File: src/rtl/elgamal_pkg.sv
// rtl/elgamal_pkg.sv - shared FSM encoding and constants for the ElGamal blocks
package elgamal_pkg;

   typedef enum logic [2:0] {
      IDLE,
      CHECK,
      REQ1,
      WAIT1,
      REQ2,
      WAIT2,
      MUL,
      OUT
   } enc_state_t;

   localparam int MIN_MODULUS = 3;

endpackage

File: src/rtl/mod_mult_serial.sv
// rtl/mod_mult_serial.sv - serial MSB-first interleaved modular multiplier, result = a*b mod p
module mod_mult_serial #(
   parameter int SIZE = 64
) (
   input  logic            clk,
   input  logic            rst,
   input  logic            start,
   input  logic [SIZE-1:0] a,
   input  logic [SIZE-1:0] b,
   input  logic [SIZE-1:0] p,
   output logic            busy,
   output logic            done,
   output logic [SIZE-1:0] result
);

   localparam int CW = $clog2(SIZE + 1);

   logic [SIZE-1:0] r_a;
   logic [SIZE-1:0] r_b;
   logic [SIZE-1:0] r_p;
   logic [SIZE-1:0] r_acc;
   logic [SIZE-1:0] r_result;
   logic [CW-1:0]   r_cnt;
   logic            r_busy;
   logic            r_done;

   logic [SIZE:0]   w_dbl;
   logic [SIZE:0]   w_red1;
   logic [SIZE:0]   w_add;
   logic [SIZE-1:0] w_red2;

   // acc stays below p between steps, so SIZE+1 bits cover both 2*acc and acc+a
   always_comb begin
      w_dbl  = {r_acc, 1'b0};
      w_red1 = (w_dbl >= {1'b0, r_p}) ? w_dbl - {1'b0, r_p} : w_dbl;
      w_add  = r_b[SIZE-1] ? w_red1 + {1'b0, r_a} : w_red1;
      w_red2 = (w_add >= {1'b0, r_p}) ? SIZE'(w_add - {1'b0, r_p}) : SIZE'(w_add);
   end

   always_ff @(posedge clk or negedge rst) begin
      if (!rst) begin
         r_a      <= '0;
         r_b      <= '0;
         r_p      <= '0;
         r_acc    <= '0;
         r_result <= '0;
         r_cnt    <= '0;
         r_busy   <= 1'b0;
         r_done   <= 1'b0;
      end else begin
         r_done <= 1'b0;
         if (r_busy) begin
            r_acc <= w_red2;
            r_b   <= r_b << 1;
            r_cnt <= r_cnt - CW'(1);
            if (r_cnt == CW'(1)) begin
               r_busy   <= 1'b0;
               r_done   <= 1'b1;
               r_result <= w_red2;
            end
         end else if (start) begin
            r_a    <= a;
            r_b    <= b;
            r_p    <= p;
            r_acc  <= '0;
            r_cnt  <= CW'(SIZE);
            r_busy <= 1'b1;
         end
      end
   end

   assign busy   = r_busy;
   assign done   = r_done;
   assign result = r_result;

endmodule

File: src/rtl/elgamal_encrypt.sv
// rtl/elgamal_encrypt.sv - ElGamal encryption initiator: c1 = g^k, c2 = m*h^k mod p via an external modexp
module elgamal_encrypt
   import elgamal_pkg::*;
#(
   parameter int SIZE = 64
) (
   input  logic            clk,
   input  logic            rst,
   input  logic [SIZE-1:0] req_p_tdata,
   input  logic [SIZE-1:0] req_g_tdata,
   input  logic [SIZE-1:0] req_h_tdata,
   input  logic [SIZE-1:0] req_k_tdata,
   input  logic [SIZE-1:0] req_m_tdata,
   input  logic            req_tvalid,
   output logic            req_tready,
   output logic [SIZE-1:0] mx_base_tdata,
   output logic [SIZE-1:0] mx_power_tdata,
   output logic [SIZE-1:0] mx_modulus_tdata,
   output logic            mx_tvalid,
   input  logic            mx_base_tready,
   input  logic            mx_power_tready,
   input  logic            mx_modulus_tready,
   input  logic [SIZE-1:0] mx_result_tdata,
   input  logic            mx_result_tvalid,
   output logic            mx_result_tready,
   output logic [SIZE-1:0] out_c1_tdata,
   output logic [SIZE-1:0] out_c2_tdata,
   output logic            out_tuser,
   output logic            out_tvalid,
   input  logic            out_tready
);

   enc_state_t      r_state;
   logic [SIZE-1:0] r_p, r_g, r_h, r_k, r_m;
   logic [SIZE-1:0] r_c1, r_c2;
   logic [SIZE-1:0] r_mx_base, r_mx_power, r_mx_modulus;
   logic            r_req_tready, r_mx_tvalid, r_mx_result_tready;
   logic            r_out_tvalid, r_out_tuser;

   logic            w_req_fire, w_mx_fire, w_res_fire, w_out_fire, w_bad;
   logic            w_mul_start, w_mul_busy, w_mul_done;
   logic [SIZE-1:0] w_mul_result;

   assign w_req_fire = req_tvalid & r_req_tready;
   assign w_mx_fire  = r_mx_tvalid & mx_base_tready & mx_power_tready & mx_modulus_tready;
   assign w_res_fire = mx_result_tvalid & r_mx_result_tready;
   assign w_out_fire = r_out_tvalid & out_tready;
   assign w_bad      = (r_p < SIZE'(MIN_MODULUS)) || (r_k == '0) || (r_m >= r_p)
                       || (r_g >= r_p) || (r_h >= r_p);

   // s is consumed straight off the result bus; the multiplier holds it from here on
   assign w_mul_start = (r_state == WAIT2) && w_res_fire && !w_mul_busy;

   mod_mult_serial #(.SIZE(SIZE)) u_mult (
      .clk    (clk),
      .rst    (rst),
      .start  (w_mul_start),
      .a      (r_m),
      .b      (mx_result_tdata),
      .p      (r_p),
      .busy   (w_mul_busy),
      .done   (w_mul_done),
      .result (w_mul_result)
   );

   always_ff @(posedge clk or negedge rst) begin
      if (!rst) begin
         r_state            <= IDLE;
         r_p                <= '0;
         r_g                <= '0;
         r_h                <= '0;
         r_k                <= '0;
         r_m                <= '0;
         r_c1               <= '0;
         r_c2               <= '0;
         r_mx_base          <= '0;
         r_mx_power         <= '0;
         r_mx_modulus       <= '0;
         r_req_tready       <= 1'b0;
         r_mx_tvalid        <= 1'b0;
         r_mx_result_tready <= 1'b0;
         r_out_tvalid       <= 1'b0;
         r_out_tuser        <= 1'b0;
      end else begin
         case (r_state)
            IDLE: begin
               r_req_tready <= 1'b1;
               if (w_req_fire) begin
                  r_p          <= req_p_tdata;
                  r_g          <= req_g_tdata;
                  r_h          <= req_h_tdata;
                  r_k          <= req_k_tdata;
                  r_m          <= req_m_tdata;
                  r_req_tready <= 1'b0;
                  r_state      <= CHECK;
               end
            end
            CHECK: begin
               if (w_bad) begin
                  r_c1         <= '0;
                  r_c2         <= '0;
                  r_out_tuser  <= 1'b1;
                  r_out_tvalid <= 1'b1;
                  r_state      <= OUT;
               end else begin
                  r_mx_base    <= r_g;
                  r_mx_power   <= r_k;
                  r_mx_modulus <= r_p;
                  r_mx_tvalid  <= 1'b1;
                  r_state      <= REQ1;
               end
            end
            REQ1, REQ2: begin
               if (w_mx_fire) begin
                  r_mx_tvalid        <= 1'b0;
                  r_mx_result_tready <= 1'b1;
                  r_state            <= (r_state == REQ1) ? WAIT1 : WAIT2;
               end
            end
            WAIT1: begin
               if (w_res_fire) begin
                  r_c1               <= mx_result_tdata;
                  r_mx_result_tready <= 1'b0;
                  r_mx_base          <= r_h;
                  r_mx_tvalid        <= 1'b1;
                  r_state            <= REQ2;
               end
            end
            WAIT2: begin
               if (w_mul_start) begin
                  r_mx_result_tready <= 1'b0;
                  r_state            <= MUL;
               end
            end
            MUL: begin
               if (w_mul_done) begin
                  r_c2         <= w_mul_result;
                  r_out_tvalid <= 1'b1;
                  r_state      <= OUT;
               end
            end
            OUT: begin
               if (w_out_fire) begin
                  r_out_tvalid <= 1'b0;
                  r_out_tuser  <= 1'b0;
                  r_req_tready <= 1'b1;
                  r_state      <= IDLE;
               end
            end
            default: r_state <= IDLE;
         endcase
      end
   end

   assign req_tready       = r_req_tready;
   assign mx_base_tdata    = r_mx_base;
   assign mx_power_tdata   = r_mx_power;
   assign mx_modulus_tdata = r_mx_modulus;
   assign mx_tvalid        = r_mx_tvalid;
   assign mx_result_tready = r_mx_result_tready;
   assign out_c1_tdata     = r_c1;
   assign out_c2_tdata     = r_c2;
   assign out_tuser        = r_out_tuser;
   assign out_tvalid       = r_out_tvalid;

endmodule

File: config.mk
export PLATFORM = sky130hd
export DESIGN_NAME = elgamal_encrypt
export DESIGN_NICKNAME = d
export VERILOG_FILES = /design/src/rtl/elgamal_pkg.sv /design/src/rtl/mod_mult_serial.sv /design/src/rtl/elgamal_encrypt.sv
export SDC_FILE = /design/constraint.sdc
export NUM_CORES = 2
export LEC_CHECK = 0
export BUFFER_PORTS_ARGS = -buffer_cell sky130_fd_sc_hd__buf_2
export CAP_MARGIN = 5
export CORE_MARGIN = 4
export CORE_UTILIZATION = 53
export CTS_CLUSTER_DIAMETER = 30
export CTS_CLUSTER_SIZE = 12
export DETAILED_ROUTE_END_ITERATION = 8
export MAX_ROUTING_LAYER = met4
export PLACE_DENSITY = 0.77
export REMOVE_ABC_BUFFERS = 1
export SYNTH_ARGS = -nofsm -noshare
export SYNTH_HDL_FRONTEND = slang
export SYNTH_SLANG_ARGS = --single-unit
File: constraint.sdc
create_clock -name clk -period 7.9 [get_ports clk]
set_input_delay 1.185 -clock clk [delete_from_list [all_inputs] [get_ports clk]]
set_output_delay 1.185 -clock clk [all_outputs]
set_load 0.005 [all_outputs]
---- Word-level counts from Yosys, hierarchy flattened ----
Index checks and enable logic that the tools add are counted.
storage, ports and cells
  word-level logic and storage cells ...... 136
  register bits after elaboration ......... 977
  output and inout port bits .............. 325
  bits of input ports ..................... 392
cells by class
  equality and inequality tests ........... 16
  $lt $le $gt $ge ......................... 6
  add/subtract/negate cells ............... 4
  reductions and logical operators ........ 31
  multiplexer cells ....................... 47
  bitwise operators ....................... 8
operators by type and width
  cell                                                 number
  two-way mux 64 bit                                   10
  case mux 64 bit (2 select lines)                     3
  greater-or-equal comparator 64 bit                   3
  greater-or-equal comparator 65 x 64 -> 1 bit         2
  two-way mux 65 bit                                   2
  adder 65 x 64 -> 65 bit                              1
  subtractor 65 x 64 -> 65 bit                         1
  zero test 64 bit                                     1
  < comparator 64 x 2 -> 1 bit, second input constant  1
  subtractor 64 bit                                    1
  two-way mux 3 bit                                    8
  case mux 3 bit (7 select lines)                      1
  two-way mux 1 bit                                    16
  two-way mux 7 bit                                    2
  equality test 3 bit, second input constant           4
  inequality test 2 bit, second input constant         6
  AND reduction 3 bit                                  4
  AND reduction 4 bit                                  3
  AND reduction 2 bit                                  5
  nonzero test 2 bit                                   5
  case mux 1 bit (3 select lines)                      3
  nonzero test 3 bit                                   3
  equality test 7 x 1 -> 1 bit, second input constant  1
  subtractor 7 x 1 -> 7 bit, second input constant     1
  other kinds (12)                                     25

---- Depth between registers and ports, before layout ----
  word-level depth ........................ 7
  depth in mapped cells ................... 43
  depth with buffers taken out ............ 38

---- By module ----
Synthesis repeated with hierarchy kept, for this count alone.
unflattened totals
  cell total of the unflattened synthesis .. 5693
  area total of the unflattened synthesis .. 56769.4 sq um
by module, submodules not included
  module           cells an instance  area an instance (sq um)  instances  seq. area each (sq um)
  elgamal_encrypt  2459               29525.8                   1          16215.6
  mod_mult_serial  3234               27243.6                   1          8232.9

---- Worst setup path after synthesis ----
OpenSTA, ideal clock, no wires.
  path kind ............................... flip-flop to flip-flop
  start point ............................. reg u_mult.r_p[1]
  end point ............................... reg u_mult.r_result[62], in the netlist u_mult.result[62]
  required time ........................... 7.775 ns
  setup time .............................. 0.125 ns
  data arrival time ....................... 8.619 ns
  path slack .............................. -0.844 ns
  cell stages (with the launch flop) ...... 40
  clock period less this slack ............ 8.744 ns
  buffers on the path ..................... 6
  path through ............................ dfrtp_1 -> inv_1 -> ha_1 -> nor2b_2 -> o2111ai_1 -> a211oi_1 -> o211a_1 -> o21ai_1 -> a2111o_1 -> a211o_1 -> buf_6 -> nand2_8 -> buf_6 -> buf_4 -> mux2_2 -> ha_1 -> nand2_1 -> or4_1 -> [4 not listed] -> a21o_1 -> a21oi_1 -> xnor2_1 -> mux2_2 -> ha_1 -> clkbuf_1 -> and3_1 -> a221oi_1 -> a211oi_1 -> nor3_1 -> o21a_1 -> a2111oi_0 -> o31a_1 -> a311oi_1 -> buf_4 -> buf_6 -> mux2_2 -> mux2_2
between the ends
  word-level cells in the longest chain between the ends .. 6
  elaborated cells on any way between the ends .. 8
  classes of those cells .................. add/sub (3); order compare (2); mux (3)
RTL lines
  what                                                                                                 RTL line               RTL
  start: declaration                                                                                   mod_mult_serial.sv:20  logic [SIZE-1:0] r_p;
  start signal: assignment                                                                             mod_mult_serial.sv:64  r_p <= p;
  subtractor 65 x 64 -> 65 bit / greater-or-equal comparator 65 x 64 -> 1 bit (equally long branches)  mod_mult_serial.sv:35  w_red1 = (w_dbl >= {1'b0, r_p}) ? w_dbl - {1'b0, r_p} : w_dbl;
  two-way mux 65 bit                                                                                   mod_mult_serial.sv:35
  adder 65 x 64 -> 65 bit                                                                              mod_mult_serial.sv:36  w_add = r_b[SIZE-1] ? w_red1 + {1'b0, r_a} : w_red1;
  two-way mux 65 bit                                                                                   mod_mult_serial.sv:36
  subtractor 64 bit / greater-or-equal comparator 65 x 64 -> 1 bit (equally long branches)             mod_mult_serial.sv:37  w_red2 = (w_add >= {1'b0, r_p}) ? SIZE'(w_add - {1'b0, r_p}) : SIZE'(w_add);
  two-way mux 64 bit (*)                                                                               mod_mult_serial.sv:37
  end signal: assignment                                                                               mod_mult_serial.sv:59  r_result <= w_red2;
  end: declaration                                                                                     mod_mult_serial.sv:22  logic [SIZE-1:0] r_result;
Every way passes the cells marked *; elsewhere a longest branch is shown, timed or not.
A chain may end at the register's enable or synchronous reset.

---- Final worst setup path ----
  start point ............................. reg u_mult.r_acc[21]
  end point ............................... reg u_mult.r_result[35], in the netlist u_mult.result[35]
between the ends
  word-level cells in the longest chain between the ends .. 6
  elaborated cells on any way between the ends .. 8
  classes of those cells .................. add/sub (3); order compare (2); mux (3)
RTL lines
  what                                                                                                 RTL line               RTL
  start: declaration                                                                                   mod_mult_serial.sv:21  logic [SIZE-1:0] r_acc;
  start signal: assignment                                                                             mod_mult_serial.sv:53  r_acc <= w_red2;
  subtractor 65 x 64 -> 65 bit / greater-or-equal comparator 65 x 64 -> 1 bit (equally long branches)  mod_mult_serial.sv:35
  two-way mux 65 bit (*)                                                                               mod_mult_serial.sv:35
  adder 65 x 64 -> 65 bit                                                                              mod_mult_serial.sv:36
  two-way mux 65 bit (*)                                                                               mod_mult_serial.sv:36
  subtractor 64 bit / greater-or-equal comparator 65 x 64 -> 1 bit (equally long branches)             mod_mult_serial.sv:37
  two-way mux 64 bit (*)                                                                               mod_mult_serial.sv:37
Marked as above.

==> key figures <==
Run status
  – Result of the run: finished, violations left
  – Failing checks: setup timing

Power and ir drop
  – Share of power burned in the clock network: 0.630
  – Combinational power share: 0.016
  – Total power draw: 14100 uW
  – Net load switching power: 3190 uW
  – Leakage component of the power: 0.0417 uW
  – Switching share of power: 0.226
  – Cell Int Power: 11000 uW
  – Power density of the placed cells: 181 mW/mm2
  – Worst vdd ir: 0.276 mV
  – Share of total power in sequential cells: 0.355

Place
  – Number of buffers added on ports: 716
  – RD Place Congestion: 1.05
  – Detailed-placement wirelength estimate: 160000 um
  – Cell total after placement: 8276

Global route
  – Wire length of the first global-routing pass: 324000 um
  – Antenna violations before repair: 66
  – Total routing resource utilization after global routing: 0.390
  – Residual overflow from global routing: 0
  – Maximum number of pins on one net before global-route repair: 213
  – Vias in the first global route: 52700

Timing
  – Worst clock skew: 69.0 ps
  – Shortest clock period the worst path allows after layout: 8630 ps
  – Setup repair after global routing missed its margin: true
  – Final setup slack of the worst path: -734 ps
  – Number of setup violations in the final report: 128
  – Remaining max-slew budget at the tightest pin: 0.249
  – Slew at the pin with the worst max-slew slack: 1130 ps
  – Share of the clock period used by the worst path: 1.09
  – Count of endpoints failing hold in the final timing report: 0
  – Maximum operating frequency: 0.116 GHz
  – Max-slew violations: 0

Critical path
  – Maximum fanout count along the critical path: 7
  – Data arrival time of the critical path: 9280 ps
  – Delay contributed by the slowest stage of the critical path: 450 ps
  – Worst setup EP type: flop
  – Startpoint kind of the worst setup timing path: flop
  – Required time of the critical path: 8540 ps
  – Setup Crit Path Kind: reg -> reg
  – Setup slack, reg-to-reg: -730 ps
  – Worst path slowest cell: dfrtp_2
  – Dominant cell type by count on the critical path: buf_4

Synthesis
  – Post-synthesis average cell area: 10.2 um2
  – Share of the synthesized area in the top cell type: 0.435
  – Area share of fa/ha/maj cells after synthesis: 0.0869
  – Gate count after technology mapping: 5539
  – Cell types with the largest area share after synthesis: dfrtp_1, mux2_2, ha_1
  – Simple-gate area share of the yosys netlist: 0.109
  – Post-synthesis mux area share: 0.168
  – Main combinational cell family by area after synthesis: multiplexers
  – Combined area of all synthesized cells: 0.0563 mm2
  – Largest area contributor in the synthesized netlist: dfrtp_1
  – Count of different cell masters after synthesis: 89
  – Ys Warns: 0
  – Seq cells post-synth: 977
  – Number of flops mapped to enable cells by yosys: 0
  – Primary flip-flop cell chosen by synthesis mapping: dfrtp_1
  – Compound-Gate Fraction of Synth Area: 0.140
  – Area share of xor/xnor cells in the synthesized design: 0.0266
  – Proportion of synthesized chip area in sequential cells: 0.435
  – Share of synthesized registers carrying an async set or reset: 1.00

Route
  – Count of unresolved DRC violations after routing: 0
  – WL/cell: 25.0 um
  – Violation count after the first detailed-routing iteration: 5177
  – Routed metal-1 wirelength: 88600 um
  – Wire length on met2: 97800 um
  – Final routed wirelength across all metal layers: 221000 um
  – Total number of vias: 52300
  – Highest routed metal layer: met4
  – Remaining number of nets flagged by the antenna check after routing: 0
  – Routed wire length on met3: 21400 um
  – Routed vias/inst: 5.94
  – DR pass1 iterations: 6

Clocking
  – Clk sinks: 977
  – Clk root buf: clkbuf_16
  – Number of buffers inserted by hold repair at cts: 0
  – TritonCTS clock tree: done
  – H-tree Lvls: 4
  – Post-CTS clock slew at the launch and capture registers of the worst setup and hold paths: 50 ps
  – Source-to-sink clock delay at the later pin of the worst-skew pair: 820 ps
  – Maximum number of buffers from clock root to sink: 3
  – Number of clock buffers inserted by TritonCTS: 204

Floorplan
  – Chip Width: 334 um
  – CORE AREA: 0.105 mm2
  – Top-level port count: 717
  – Initial Util: 0.534
  – Vertical die dimension: 334 um
  – Site Rows: 119
  – Die area: 0.111 mm2

Cells and area
  – Most used cells in the layout excluding fill and tap cells: dfrtp_1, buf_4, nand2_1
  – Most common cell after layout, fill and taps aside: dfrtp_1
  – Finished Layout Cells: 8809
  – Total of fill cells in the finished design: 7098
  – Fraction of layout cells with a size suffix above 1: 0.425
  – Number of nets in the layout: 7953
  – P&R area growth vs syn: 39.0%

Flow run
  – Max_cap viols: 0

Worst hold path
  – Tightest Hold Check Type: reg -> reg
==> cell usage after synthesis (11+ instances only) <==
master    number
o31ai_1       16
o21ai_1       11
clkbuf_1     244
o211ai_1      22
mux2i_1      100
buf_2         11
a31oi_1       36
nor2_1       212
nand3_1       70
nand2b_1      27
nor2b_1       30
mux2_2       732
ha_1         386
nor4_1        49
dfrtp_1      977
nand2_1      742
nor3_1        50
and3_1        21
o21ai_0      429
inv_1        207
a21o_1       212
o21a_1        35
xnor2_1       93
nand4_1       95
o21bai_1      29
mux2_1        15
xor2_1        78
buf_6         12
a211oi_1      26
buf_1         14
and2_1        15
a21oi_1      352
==> power groups by stage <==
stage	sequential, uW	clock (uW)	combinational, uW
after floorplan	5100	0	2.92
after global placement	5100	0	224
after detailed placement	5100	0	228
after CTS	5020	8950	230
after global routing	5010	9240	250
final	5020	8910	225
==> final timing paths <==
check                                       from                end  depth (start not counted)
min in group asynchronous                    rst   out_c1_tdata[40]                          1
worst max-delay path            u_mult.r_acc[21]  u_mult.result[35]                         40
max in group asynchronous                    rst            r_k[11]                          3
worst min-delay path              u_mult.r_b[12]     u_mult.r_b[13]                          2
worst max register to register  u_mult.r_acc[21]  u_mult.result[35]                         40
worst min register to register    u_mult.r_b[12]     u_mult.r_b[13]                          2
==> state kept, by name (all words and copies together), names as in the netlist, 64 cells and up <==
| name | flops |
|---|---|
| r_g | 64 |
| mx_base_tdata | 64 |
| r_m | 64 |
| u_mult.r_a | 64 |
| u_mult.result | 64 |
| mx_modulus_tdata | 64 |
| r_p | 64 |
| u_mult.r_p | 64 |
| out_c2_tdata | 64 |
| out_c1_tdata | 64 |
| mx_power_tdata | 64 |
| u_mult.r_acc | 64 |
| r_k | 64 |
| u_mult.r_b | 64 |
| r_h | 64 |
==> worst max-delay path, delay by kind of cell (launching register included) <==
| family | cells | cell delay, ps |
|---|---|---|
| adder cells (fa/ha/maj) | 3 | 970 |
| multiplexers | 4 | 1230 |
| AND/OR/NAND/NOR | 8 | 1490 |
| flip-flops | 1 | 450 |
| XOR/XNOR | 1 | 80 |
| AO/OA/AOI/OAI | 13 | 2570 |
| buffers and inverters | 11 | 1640 |
==> final cells by class <==
type                            count  area, um2  share of cell area
Antenna cell                       65        163             0.00208
Clock buffer                      260       5630              0.0720
Clock inverter                    127       1660              0.0212
Inverter                          207        779             0.00997
Multi-Input combinational cell   4072      32200               0.411
Sequential cell                   977      24500               0.313
Tap cell                         1391       1740              0.0223
Timing Repair Buffer             1710      11600               0.148
==> metal layers <==
layer | track usage | up-vias
met2 | 0.571 | 2714
met5 | - | -
met1 | 0.511 | 25800
met3 | 0.0946 | 597
li1 | - | 23200
met4 | 0.192 | 0
==> what timing repair did <==
action | CTS | global route
pin swaps | 79 | 61
resized for setup | 312 | 167
endpoints found under the setup margin | 128 | 128
endpoints found under the hold margin | 0 | 0
setup buffers | 45 | 30
gates cloned | 9 | 0
==> kinds of logic after synthesis <==
kind of cell,count (synthesis)
and+or+nand+nor,1369
AOI/OAI and AO/OA,1291
DFF,977
muxes,850
buffers and inverters,492
adders and majority gates,389
xor gates and xnor gates,171
==> per-stage QoR <==
stage               utilization  worst slack (ps)  hold slack [ps]  instance area [um2]  TNS [ps]
finish                    0.743              -734              474                78200    -75180
global route              0.743              -914              499                78200    -99030
CTS                       0.732              -566              477                77000    -52140
detailed placement        0.642             -1610              469                67500   -191420
global placement          0.642             -1460              459                67500   -171020
floorplan                     -            -28340              442                55100         -
(Power assumes the default switching activity.)
